`config.mk`:
```
export PLATFORM = sky130hd
export DESIGN_NAME = lcd_write_sequencer
export DESIGN_NICKNAME = d
export VERILOG_FILES = /design/src/rtl/lcd_write_sequencer.sv
export SDC_FILE = /design/constraint.sdc
export NUM_CORES = 1
export LEC_CHECK = 0
export CAP_MARGIN = 20
export CELL_PAD_IN_SITES_DETAIL_PLACEMENT = 1
export CELL_PAD_IN_SITES_GLOBAL_PLACEMENT = 1
export CORE_MARGIN = 8
export CORE_UTILIZATION = 40
export DETAILED_ROUTE_END_ITERATION = 8
export PLACE_DENSITY = 0.8
export SLEW_MARGIN = 20
export SYNTH_ARGS = -nofsm -noshare
export SYNTH_HDL_FRONTEND = slang
export SYNTH_SLANG_ARGS = --single-unit
```
`constraint.sdc`:
```
create_clock -name clk -period 2.65 [get_ports clk]
set_input_delay 0.265 -clock clk [delete_from_list [all_inputs] [get_ports clk]]
set_output_delay 0.265 -clock clk [all_outputs]
set_load 0.02 [all_outputs]
```
`src/rtl/lcd_write_sequencer.sv`:
```
// 4-bit HD44780 write sequencer: power-on init, then byte writes split into two E-strobed nibbles.
// Optional macro LCD_LONG_CMD_EN: user clear/home commands (0x01..0x03) get the long settle wait.
module lcd_write_sequencer #(
  parameter int PWRUP_CYC    = 1_500_000,
  parameter int INIT_W1_CYC  = 410_000,
  parameter int INIT_W2_CYC  = 10_000,
  parameter int SETUP_CYC    = 4,
  parameter int E_HIGH_CYC   = 24,
  parameter int NIB_GAP_CYC  = 100,
  parameter int CMD_CYC      = 4000,
  parameter int LONG_CMD_CYC = 164_000
) (
  input  logic       clk,
  input  logic       reset,
  input  logic       wr_valid,
  output logic       wr_ready,
  input  logic       wr_rs,
  input  logic [7:0] wr_data,
  output logic       init_done,
  output logic       busy,
  output logic [3:0] lcd_data,
  output logic       lcd_rs,
  output logic       lcd_rw,
  output logic       lcd_e
);

  function automatic int max2(input int a, input int b);
    return (a > b) ? a : b;
  endfunction

  localparam int MAX_CYC = max2(max2(max2(PWRUP_CYC, INIT_W1_CYC), max2(INIT_W2_CYC, SETUP_CYC)),
                                max2(max2(E_HIGH_CYC, NIB_GAP_CYC), max2(CMD_CYC, LONG_CMD_CYC)));
  localparam int CNT_W = $clog2(MAX_CYC + 1);

  // Counter reload values: a window of N cycles loads N-1 and exits at 0.
  localparam logic [CNT_W-1:0] C_PWRUP = CNT_W'(PWRUP_CYC - 1);
  localparam logic [CNT_W-1:0] C_W1    = CNT_W'(INIT_W1_CYC - 1);
  localparam logic [CNT_W-1:0] C_W2    = CNT_W'(INIT_W2_CYC - 1);
  localparam logic [CNT_W-1:0] C_SETUP = CNT_W'(SETUP_CYC - 1);
  localparam logic [CNT_W-1:0] C_EHIGH = CNT_W'(E_HIGH_CYC - 1);
  localparam logic [CNT_W-1:0] C_GAP   = CNT_W'(NIB_GAP_CYC - 1);
  localparam logic [CNT_W-1:0] C_CMD   = CNT_W'(CMD_CYC - 1);
  localparam logic [CNT_W-1:0] C_LONG  = CNT_W'(LONG_CMD_CYC - 1);

  typedef enum logic [2:0] {PWRUP, INIT_NIB, INIT_WAIT, CFG, IDLE, XFER, SETTLE} state_t;

  function automatic logic [7:0] cfg_byte(input logic [1:0] idx);
    case (idx)
      2'd0:    return 8'h28;
      2'd1:    return 8'h06;
      2'd2:    return 8'h0C;
      default: return 8'h01;
    endcase
  endfunction

  state_t           state, state_n;
  logic [CNT_W-1:0] cnt, cnt_n;
  logic [2:0]       phase, phase_n;
  logic [1:0]       idx, idx_n;
  logic             long_q, long_n;
  logic             init_done_n, e_n, rs_n;
  logic [3:0]       data_n, lo_q;
  logic             start_xfer, nrs, nlong;
  logic [7:0]       nb;

  assign wr_ready = (state == IDLE) && init_done;
  assign busy     = (state != IDLE);
  assign lcd_rw   = 1'b0;

  always_ff @(posedge clk or negedge reset) begin
    if (!reset) begin
      state     <= PWRUP;
      cnt       <= '0;
      phase     <= '0;
      idx       <= '0;
      long_q    <= 1'b0;
      init_done <= 1'b0;
      lcd_e     <= 1'b0;
      lcd_rs    <= 1'b0;
      lcd_data  <= '0;
    end else begin
      state     <= state_n;
      cnt       <= cnt_n;
      phase     <= phase_n;
      idx       <= idx_n;
      long_q    <= long_n;
      init_done <= init_done_n;
      lcd_e     <= e_n;
      lcd_rs    <= rs_n;
      lcd_data  <= data_n;
    end
  end

  // Low nibble is only needed after the high nibble has been strobed.
  always_ff @(posedge clk) begin
    if (start_xfer) lo_q <= nb[3:0];
  end

  always_comb begin
    state_n     = state;
    cnt_n       = (cnt != '0) ? cnt - 1'b1 : cnt;
    phase_n     = phase;
    idx_n       = idx;
    long_n      = long_q;
    init_done_n = init_done;
    e_n         = lcd_e;
    rs_n        = lcd_rs;
    data_n      = lcd_data;
    start_xfer  = 1'b0;
    nb          = wr_data;
    nrs         = wr_rs;
    nlong       = 1'b0;
    case (state)
      PWRUP: begin
        if (phase == 3'd0) begin
          cnt_n   = C_PWRUP;
          phase_n = 3'd1;
        end else if (cnt == '0) begin
          state_n = INIT_NIB;
          phase_n = 3'd0;
          idx_n   = 2'd0;
          cnt_n   = C_SETUP;
          data_n  = 4'h3;
          rs_n    = 1'b0;
        end
      end
      INIT_NIB: begin
        if (cnt == '0) begin
          if (phase == 3'd0) begin
            phase_n = 3'd1;
            cnt_n   = C_EHIGH;
            e_n     = 1'b1;
          end else begin
            e_n     = 1'b0;
            state_n = INIT_WAIT;
            cnt_n   = (idx == 2'd0) ? C_W1 : (idx == 2'd1) ? C_W2 : C_CMD;
          end
        end
      end
      INIT_WAIT: begin
        if (cnt == '0) begin
          if (idx == 2'd3) begin
            state_n = CFG;
            idx_n   = 2'd0;
          end else begin
            idx_n   = idx + 2'd1;
            state_n = INIT_NIB;
            phase_n = 3'd0;
            cnt_n   = C_SETUP;
            data_n  = (idx == 2'd2) ? 4'h2 : 4'h3;
          end
        end
      end
      CFG: begin
        start_xfer = 1'b1;
        nb         = cfg_byte(idx);
        nrs        = 1'b0;
        nlong      = (idx == 2'd3);
      end
      IDLE: begin
        if (wr_valid && wr_ready) begin
          start_xfer = 1'b1;
`ifdef LCD_LONG_CMD_EN
          nlong = !wr_rs && (wr_data inside {8'h01, 8'h02, 8'h03});
`else
          nlong = 1'b0;
`endif
        end
      end
      XFER: begin
        if (cnt == '0) begin
          phase_n = phase + 3'd1;
          case (phase)
            3'd0: begin cnt_n = C_EHIGH; e_n = 1'b1; end
            3'd1: begin cnt_n = C_GAP;   e_n = 1'b0; end
            3'd2: begin cnt_n = C_SETUP; data_n = lo_q; end
            3'd3: begin cnt_n = C_EHIGH; e_n = 1'b1; end
            default: begin
              e_n     = 1'b0;
              state_n = SETTLE;
              cnt_n   = long_q ? C_LONG : C_CMD;
            end
          endcase
        end
      end
      SETTLE: begin
        if (cnt == '0) begin
          if (init_done) begin
            state_n = IDLE;
          end else if (idx == 2'd3) begin
            state_n     = IDLE;
            init_done_n = 1'b1;
          end else begin
            idx_n   = idx + 2'd1;
            state_n = CFG;
          end
        end
      end
      default: state_n = PWRUP;
    endcase
    // Every byte transfer starts with rs/high nibble presented while E is low.
    if (start_xfer) begin
      state_n = XFER;
      phase_n = 3'd0;
      cnt_n   = C_SETUP;
      data_n  = nb[7:4];
      rs_n    = nrs;
      e_n     = 1'b0;
      long_n  = nlong;
    end
  end

endmodule
```
==> Word-level counts from Yosys, hierarchy flattened <==
Cells that the tools add are included.
{ "totals": {"out_inout_bits": 10, "ff_bits": 41, "word_cells": 141, "input_bits": 12} }
{ "op_classes": {"add_sub_neg": 3, "mux": 71, "eq_ne": 34, "reduce_logical": 23} }
{ "ops": {"columns": ["op", "count"], "rows": [
  ["$mux W21", 8],
  ["$pmux W21 S4", 1],
  ["$mux W3", 19],
  ["$pmux W18 S3", 1],
  ["$ne A3 B3 Y1 const B", 13],
  ["$mux W19", 2],
  ["$mux W4", 7],
  ["$logic_not A21 Y1", 1],
  ["$reduce_and A7 Y1", 3],
  ["$reduce_bool A21 Y1", 1],
  ["$sub A21 B1 Y21 const B", 1],
  ["$mux W18", 1],
  ["$pmux W3 S6", 1],
  ["$pmux W6 S3", 1],
  ["$mux W2", 8],
  ["$mux W1", 14],
  ["$mux W14", 1],
  ["$ne A2 B2 Y1 const B", 7],
  ["$eq A3 B2 Y1 const B", 4],
  ["$pmux W3 S4", 1],
  ["$pmux W4 S3", 1],
  ["$eq A3 B3 Y1 const B", 3],
  ["$reduce_and A9 Y1", 1],
  ["$mux W8", 1],
  ["21 further kinds", 30]
]} }

==> Longest topological paths before layout <==
{ "depth": {"ltp_word": 7, "mapped_depth": 10, "ltp_nobuf": 9} }

==> Least setup slack after synthesis <==
Ideal clock, no wire load.
{ "synth_path": {"kind": "register to register", "startpoint": "register cnt[0]", "endpoint": "register lcd_data[1]", "path_stages_with_launch": 8, "arrival_ns": 2.275, "setup_ns": 0.125, "path_buffers": 0, "path_slack_ns": 0.250, "required_ns": 2.525, "path_cell_list": "dfrtp_1 inv_1 ha_1 or4b_1 nor3_1 nand4_1 o31ai_4 mux2_2"} }
{ "synth_between": {"elab_chain_len": 3, "word_cells_on_any_way": 5, "classes_between": "eq/ne (3); reduce/logical (2)"} }
{ "synth_lines": {"columns": ["element", "line", "rtl"], "rows": [
  ["start, declared", "57", "logic [CNT_W-1:0] cnt, cnt_n;"],
  ["start signal, assigned", "83", "cnt <= cnt_n;"],
  ["$logic_not A21 Y1 (*)", "118, 141, 171", null],
  ["$ne A3 B3 Y1 (no source line)", null, null],
  ["$reduce_and A7 Y1 (no source line) (*)", null, null],
  ["end signal, assigned", "90", "lcd_data <= data_n;"],
  ["end, declared", "21", "output logic [3:0] lcd_data,"]
]} }
Mark *: on every way between the ends. The rest lies on a longest branch, timed or not.
A chain may end at the register's enable or synchronous reset.

==> Worst setup path after layout <==
{ "layout_path": {"startpoint": "register cnt[1]", "endpoint": "register cnt[0]"} }
{ "layout_between": {"elab_chain_len": 6, "word_cells_on_any_way": 11, "classes_between": "mux (9); reduce/logical (2)"} }
{ "layout_lines": {"columns": ["element", "line", "rtl"], "rows": [
  ["$reduce_bool A21 Y1", "101", "cnt_n = (cnt != '0) ? cnt - 1'b1 : cnt;"],
  ["$mux W21", "101", null],
  ["$mux W21, on equally long branches", "142, 118", null],
  ["$mux W21, on equally long branches", "141, 115", null],
  ["$pmux W21 S4 (*)", "113", "case (state)"],
  ["$mux W21 (*)", "202", "if (start_xfer) begin"],
  ["via cnt_n[0]", "57", null]
]} }
The timed path passes the listed nets; every way through them passes the cells marked *.

==> out/results.ini <==
[status]
status=finished clean

[clock_network]
cts_root_buffer=clkbuf_8
cts_sinks=41
cts_tree=done
cts_max_path_buffers=2
clk_pin_slew_ps=90
cts_hold_buf=0
worstSkewPairLatency_ps=300
cts_buffers=5
htree_levels=2

[yosys]
synthArstFlopShare_pct=90.2
ys_seq_area_share_pct=32.3
synthCells=403
post_synth.cell_area_avg_um2=8.04
synthFlopType=dfrtp_1
yosysWarnings=0
yosysMostFrequentCell=nand2_1
synth_edf_count=4
synth_common_cells=44 x nand2_1, 40 x nor2_1, 38 x o21ai_0
ys_seq_elements=41
yosysTopAreaCellShare_pct=28.6
synth_cell_types=68
syn_nets=431
yosys.area.top_type=dfrtp_1
synthTopCellsByArea=dfrtp_1 29%, ha_1 6.2%, o21ai_0 5.9%
synth_area_um2=3240

[worst_setup_path]
path_delay_family=simple AND/OR/NAND/NOR gates
worstRegToRegCells=10
r2r_end=cnt[0]
cp-endpoint=cnt[0]
crit_path_max_incr_delay_ps=510
r2r_slack_ps=120
startpoint_type=register
worstPathArrival_ps=2700
crit_top_cell=ha_1
rr_startpoint=cnt[1]
slowest_stage=or4b_4
cp_num_cells=10
critPathMaxFanout=4
cp-end-kind=register
worstPathCellList=inv_1 -> ha_1 -> or4b_4 -> nor3_2 -> nand4_1 -> buf_4 -> ha_1 -> nand3b_1 -> a31oi_1 -> o21ai_0
worst-path-buf-inv=2
crit_type=register to register
startpoint=cnt[1]
crit_required_ps=2820

[placement]
dp.final_hpwl_mm=8.55
gp_congestion=0.946
portBuffers=20
placed_area_um2=3710
dp_slack_ps=69.4

[finish]
area_delta_synth_final_pct=19.1
antennaDiodeCount=0
num-fill-cells=1015
drive_above_1_share_pct=13.9
nNetsFinal=472
finalInstanceArea_um2=3860
multiInputGateArea_um2=2060
register_area_um2=1050
post-route-util_pct=47.9

[timing]
finalHoldViolCount=0
whs_ps=77.4
maxSlewHeadroom_pct=40.1
fin_tns_setup_ps=0
fin_crit_sh_pct=95.5
slew_viol_final=0
worstMarginPinSlew_ps=899
setup_violations=0
period_needed_ps=2530
setup_slack_ps=118
grt_setup_unrepaired=no
timing.fmax_mhz=395
fin_skew_ps=7.92

[grt]
grt_pass1_wl_mm=18.9
grt_overflow=0
grt_pass1_vias=3563
grt_max_degree=38
grt_usage_pct=20.6
antenna_found_initial=0

[power]
p_leak_uw=0.00160
power_density_nw_per_um2=310
peakVddDrop_v=0.000160

[detailed_routing]
vias_per_cell=6.21
drt_first_pass_iters=5
final_antenna_net_count=0
vias=3418
remaining_drc_errors=0
wl_mm=11.5
first_iter_violations=201
routedWlPerCell_um=20.8

[floorplan]
core-area_um2=8050
io_pins=22
die_h_um=106
die_w_um=106
die-area_um2=11200
start_util_pct=40.2
fp-row-count=33

[worst_hold_path]
hp-class=primary input to asynchronous set/reset pin

[run]
maxCapViolations=0

[cell type report]
type | count | share of cell area, %
Multi-Input combinational cell | 327 | 53.4
Tap cell | 105 | 3.40
Inverter | 14 | 1.36
Clock inverter | 3 | 1.07
Timing Repair Buffer | 55 | 11.9
Clock buffer | 5 | 1.78
Sequential cell | 41 | 27.1
[how the worst min path moves through the flow]
stage,from,endpoint,slack (ps),depth (start not counted)
after floorplan,reset,cnt[0],-30,0
after global placement,reset,cnt[19],430,1
after detailed placement,reset,cnt[12],450,1
after CTS,reset,cnt[12],120,1
after global routing,reset,cnt[12],150,1
final,reset,cnt[12],80,1
[through the flow]
stage,cells,total power (uW)
after floorplan,403,651
after global placement,539,678
after detailed placement,539,679
after CTS,548,1200
after global routing,550,1240
final,550,1190
[power breakdown]
part / internal (uW) / total (uW) / switching, uW
combinational: 14.6 / 31.7 / 17.1
sequential: 633 / 633 / 0
clock: 278 / 530 / 252
[metal layers]
metal | routed length (um) | track usage [%] | share of wire [%]
met1 | 4970 | 25.8 | 43
met4 | 301 | 8.54 | 2.6
met2 | 5640 | 34.6 | 49
met5 | 0 | 0 | 0
met3 | 547 | 3.02 | 4.8
[kinds of logic after synthesis]
kind of cell | synth area share [%]
AND/OR/NAND/NOR | 26.7
AO/OA/AOI/OAI | 25.6
other | 0.116
adder cells (fa/ha/maj) | 6.18
XOR/XNOR | 2.70
multiplexers | 1.89
flip-flops | 32.3
buffers and inverters | 4.60
[flip-flops by register name, indices dropped and copies added (netlist names)]
signal	flops
lcd_data	4
cnt	21
long_q	1
lcd_e	1
init_done	1
state	3
lo_q	4
phase	3
lcd_rs	1
idx	2
[timing repair]
action	4_1_cts	5_1_grt
buffers inserted	1	2
gates resized for setup	0	4
endpoints found under the setup margin	1	22
endpoints found under the hold margin	0	0
pin swaps	1	0
[cells in the final DEF (no fill, tap or decap), drive strengths merged, types with 3 or more instances in the layout]
| master | n |
|---|---|
| nand2 | 44 |
| nor2 | 41 |
| o21ai | 39 |
| dfrtp | 37 |
| buf | 36 |
| a21oi | 30 |
| clkdlybuf4s50 | 19 |
| nor3 | 19 |
| nand3 | 16 |
| ha | 16 |
| inv | 13 |
| nand2b | 7 |
| o31ai | 7 |
| a211oi | 7 |
| nand4 | 6 |
| xor2 | 6 |
| a31oi | 6 |
| nor4 | 6 |
| o22ai | 5 |
| clkbuf | 5 |
| nor2b | 4 |
| nand3b | 4 |
| xnor2 | 4 |
| and3 | 4 |
| a22oi | 4 |
| edfxtp | 4 |
| or4 | 4 |
| o21a | 3 |
| or3 | 3 |
| o211ai | 3 |
| mux2 | 3 |
Power figures use the tool's default switching activity.
